===== src/rtl/bitserial_adder.sv =====
// Bit-serial WIDTH-bit adder: one full-adder cell plus a carry flop, LSB first.
// Operands are captured on start; sum/cout update only at completion, flagged by done.
//
// state | meaning
// IDLE  | waiting for start
// RUN   | one operand bit pair added per clock, cnt counts bits done
// DONE  | sum/cout freshly valid for one cycle; start here is accepted
module bitserial_adder #(
    parameter int WIDTH = 8
) (
    input  logic             clk,
    input  logic             rst_n,
    input  logic             start,
    input  logic [WIDTH-1:0] op_a,
    input  logic [WIDTH-1:0] op_b,
    input  logic             cin,
    output logic             busy,
    output logic             done,
    output logic [WIDTH-1:0] sum,
    output logic             cout
);

    localparam int CW = (WIDTH > 1) ? $clog2(WIDTH) : 1;
    localparam logic [CW-1:0] LAST = CW'(WIDTH - 1);

    typedef enum logic [1:0] {IDLE, RUN, DONE} state_t;

    state_t           state, state_nx;
    logic [WIDTH-1:0] a_sh, b_sh;
    logic [WIDTH-2:0] acc;
    logic [WIDTH-1:0] acc_nx;
    logic             c;
    logic [CW-1:0]    cnt;
    logic             s, c_nx, last;

    assign s      = a_sh[0] ^ b_sh[0] ^ c;
    assign c_nx   = (a_sh[0] & b_sh[0]) | ((a_sh[0] ^ b_sh[0]) & c);
    assign last   = (cnt == LAST);
    // Result bits so far with the current bit on top; equals the sum on the last bit.
    assign acc_nx = {s, acc};

    always_ff @(posedge clk or negedge rst_n) begin
        if (!rst_n) begin
            state <= IDLE;
        end else begin
            state <= state_nx;
        end
    end

    always_comb begin
        state_nx = state;
        case (state)
            IDLE, DONE: state_nx = start ? RUN : IDLE;
            RUN:        state_nx = last ? DONE : RUN;
            default:    state_nx = IDLE;
        endcase
    end

    always_ff @(posedge clk or negedge rst_n) begin
        if (!rst_n) begin
            a_sh <= '0;
            b_sh <= '0;
            acc  <= '0;
            c    <= 1'b0;
            cnt  <= '0;
            sum  <= '0;
            cout <= 1'b0;
        end else begin
            case (state)
                IDLE, DONE: begin
                    if (start) begin
                        a_sh <= op_a;
                        b_sh <= op_b;
                        c    <= cin;
                        cnt  <= '0;
                    end
                end
                RUN: begin
                    a_sh <= {1'b0, a_sh[WIDTH-1:1]};
                    b_sh <= {1'b0, b_sh[WIDTH-1:1]};
                    acc  <= acc_nx[WIDTH-1:1];
                    c    <= c_nx;
                    if (last) begin
                        // Explicit clear keeps non-power-of-two widths wrapping to 0.
                        cnt  <= '0;
                        sum  <= acc_nx;
                        cout <= c_nx;
                    end else begin
                        cnt <= cnt + 1'b1;
                    end
                end
                default: ;
            endcase
        end
    end

    assign busy = (state == RUN);
    assign done = (state == DONE);

endmodule


===== config.mk =====
export PLATFORM = sky130hd
export DESIGN_NAME = bitserial_adder
export DESIGN_NICKNAME = d
export VERILOG_FILES = /design/src/rtl/bitserial_adder.sv
export SDC_FILE = /design/constraint.sdc
export NUM_CORES = 1
export LEC_CHECK = 0
export CAP_MARGIN = 0
export CORE_MARGIN = 5
export CORE_UTILIZATION = 32
export CTS_BUF_LIST = sky130_fd_sc_hd__clkbuf_16
export CTS_CLUSTER_SIZE = 40
export DETAILED_ROUTE_END_ITERATION = 10
export PLACE_DENSITY = 0.51
export SLEW_MARGIN = 10
export SYNTH_ARGS = -nofsm -noshare
export SYNTH_HDL_FRONTEND = slang
export SYNTH_SLANG_ARGS = --single-unit

===== constraint.sdc =====
create_clock -name clk -period 1.5 [get_ports clk]
set_input_delay 0.3 -clock clk [delete_from_list [all_inputs] [get_ports clk]]
set_output_delay 0.3 -clock clk [all_outputs]
set_load 0.02 [all_outputs]

==> impl_metrics.py <==
metrics = {
    "finish": {
        "diodes": 0,
        "drive_gt1_share_pct": 19.1,
        "fin_area_um2": 2390,
        "nets": 221,
        "area_growth_pct": 32.4,
    },
    "clock_network": {
        "clock_tree.buffer_depth": 2,
        "cts_sinks": 38,
        "cts_tree": "built",
        "insertion_delay_ps": 280,
        "clk_pin_slew_ps": 60,
        "cts_max_level": 2,
        "cts_buffers": 5,
        "root_buffer": "clkbuf_16",
    },
    "synth": {
        "ys_warn_count": 0,
        "synth_top_area_cell": "dfrtp_1",
        "syn_area_um2": 1800,
        "synth_cell_types": 27,
        "synth_top_area_share_pct": 52.7,
        "synthTopCellsByArea": "dfrtp_1 53%, mux2_4 7.5%, mux2i_1 7.2%",
        "syn_avg_cell_area_um2": 11.6,
        "syn_inst": 156,
        "ys_ff_latch": 38,
        "seq_area_frac_synth_pct": 52.7,
        "synth_nets": 179,
    },
    "grt": {
        "grt_overflow_total": 0,
        "grt_usage_pct": 10.9,
        "grt_max_degree": 39,
        "grt_pass1_wl_um": 6390,
        "grt_pass1_vias": 1311,
        "antenna_found_initial": 0,
    },
    "setup_path": {
        "critPathArrivalTime_ps": 1150,
        "r2r_cells": 4,
        "critPathRequiredTime_ps": 1200,
        "path_max_fanout": 5,
        "worstSetupStartpointType": "flip-flop",
        "worstSetupPathType": "flip-flop to output pin",
        "cp-end-kind": "output pin",
    },
    "place": {
        "place.gp.congestion": 0.720,
        "port_buffers": 30,
        "hpwl_um": 2530,
        "placed_cell_area_um2": 2230,
    },
    "timing": {
        "period_needed_ps": 1450,
        "hold_viol": 0,
        "maxSlewViolCount": 0,
        "setup_viol": 0,
        "tightest_slew_ps": 266,
        "rsz0062_at_grt": "false",
        "final.period_utilization_pct": 96.4,
        "hold_slack_ps": 496,
        "timing.slew.headroom_pct": 82.2,
        "finClkSkew_ps": 5.42,
        "max_freq_mhz": 692,
        "fin_tns_setup_ps": 0,
    },
    "power_and_ir_drop": {
        "power_mw": 4.74,
        "leakage_nw": 1.08,
        "ir_drop_mv": 0.636,
        "power_density_nw_per_um2": 1990,
    },
    "drt": {
        "wl_per_cell_um": 13.2,
        "drtAntennaViolNets": 0,
        "vias_per_cell": 4.64,
        "vias": 1258,
        "detail_route.iter0.violations": 40,
        "drc": 0,
        "drt_pass1_iterations": 4,
        "routed_wl_um": 3580,
    },
    "hold_path": {
        "hold_depth": 2,
        "hp-class": "flip-flop to flip-flop",
    },
    "outcome": {
        "status": "finished clean",
    },
    "floorplanning": {
        "rows": 27,
        "die-area_um2": 7240,
        "start_util_pct": 32.7,
        "dieWidth_um": 85.1,
        "io_pins": 31,
        "core_area_um2": 5510,
        "die_y_um": 85.1,
    },
    "run": {
        "max-cap-violations": 0,
    },
}
## worst max-delay path, stage by stage, from the launching register on
cell and delay [ps]:
dfrtp_1 410, nand2b_4 170, clkinv_4 40, clkdlybuf4s15_2 250
## metrics by stage
step	util, %	std cells	worst slack (ps)
after floorplan	-	156	130
after CTS	43.1	270	2.11
after detailed placement	40.6	261	-26.1
after global routing	43.4	271	3.84
after global placement	40.6	261	-43.4
final	43.4	271	54.6
## flip-flops by register name, summed over array words and instances, names as in the netlist
name   cells
sum        8
b_sh       8
c          1
state      2
a_sh       8
acc        7
cnt        3
cout       1
## cells in the mapped netlist
master and n:
a211oi_1 11, o22ai_1 4, inv_1 5, nor2_1 1, a21o_1 1, nor2b_1 12, mux2_4 9, nand2_8 1
buf_6 1, a22o_1 2, clkbuf_1 1, dfrtp_1 38, nand2b_4 1, buf_4 2, ha_1 2, mux2_2 2
and2_1 1, nand2b_1 1, clkinv_4 1, buf_2 4, nand2_1 21, o21ai_0 3, a21oi_1 15, fa_1 1
mux2i_1 13, nor3_1 1, nand3_1 2
## cells in the final DEF, fill, tap and decap left out, drive strengths merged
cell           instances
dlygate4sd2            9
and2                   1
a21oi                 15
buf                   13
nor2                   1
mux2i                 13
inv                    5
dfrtp                 38
nand2                 22
nand2b                 2
nor2b                 12
ha                     2
mux2                  11
a22o                   2
o21ai                  3
a21o                   1
nand3                  2
nor3                   1
clkinvlp               1
clkdlybuf4s15          2
clkdlybuf4s50         18
clkbuf                 5
o22ai                  4
clkinv                 3
a211oi                11
fa                     1
dlygate4sd3            1
## final timing paths
| path | to | start | slack [ps] |
|---|---|---|---|
| min reg2reg | acc[0] | acc[0] | 500 |
| max in group asynchronous | state[0] | rst_n | 780 |
| min | acc[0] | acc[0] | 500 |
| min in group asynchronous | sum[1] | rst_n | 510 |
| max reg2reg | sum[4] | cnt[0] | 70 |
| max | busy | state[1] | 50 |
## final cells by class
cell class                 count  area, um^2
tap                           72        90.1
sequential                    38         952
multi-input combinational    104         777
clock inverter                 3        16.3
timing repair buffer          43         399
clock buffer                   5         125
fill                         518        3120
inverter                       6        27.5
## power breakdown
part           internal, mW  switching (mW)  total, mW
sequential             1.51           0.329       1.84
combinational         0.966           0.929       1.89
clock                 0.606           0.400       1.01
## repair_timing
item,in CTS,in global routing
setup endpoints to repair,11,2
hold buffers,1,0
endpoints found under the hold margin,38,0
buffers inserted,0,1
resized for setup,15,2
## routing by layer
layer / vias up / global-route usage [%] / routed length, um
li1: 625 / - / -
met1: 600 / 14.4 / 1720
met2: 29 / 17.2 / 1610
met3: 4 / 3.30 / 214
met4: 0 / 3.45 / 27
met5: - / 0 / 0
## cells by family after synthesis
logic type	synth area share [%]
simple gates	12.1
flops	52.7
compound gates	12.4
mux	16.0
buf+inv	4.30
fa+ha+maj	2.50
(Power assumes the default switching activity.)
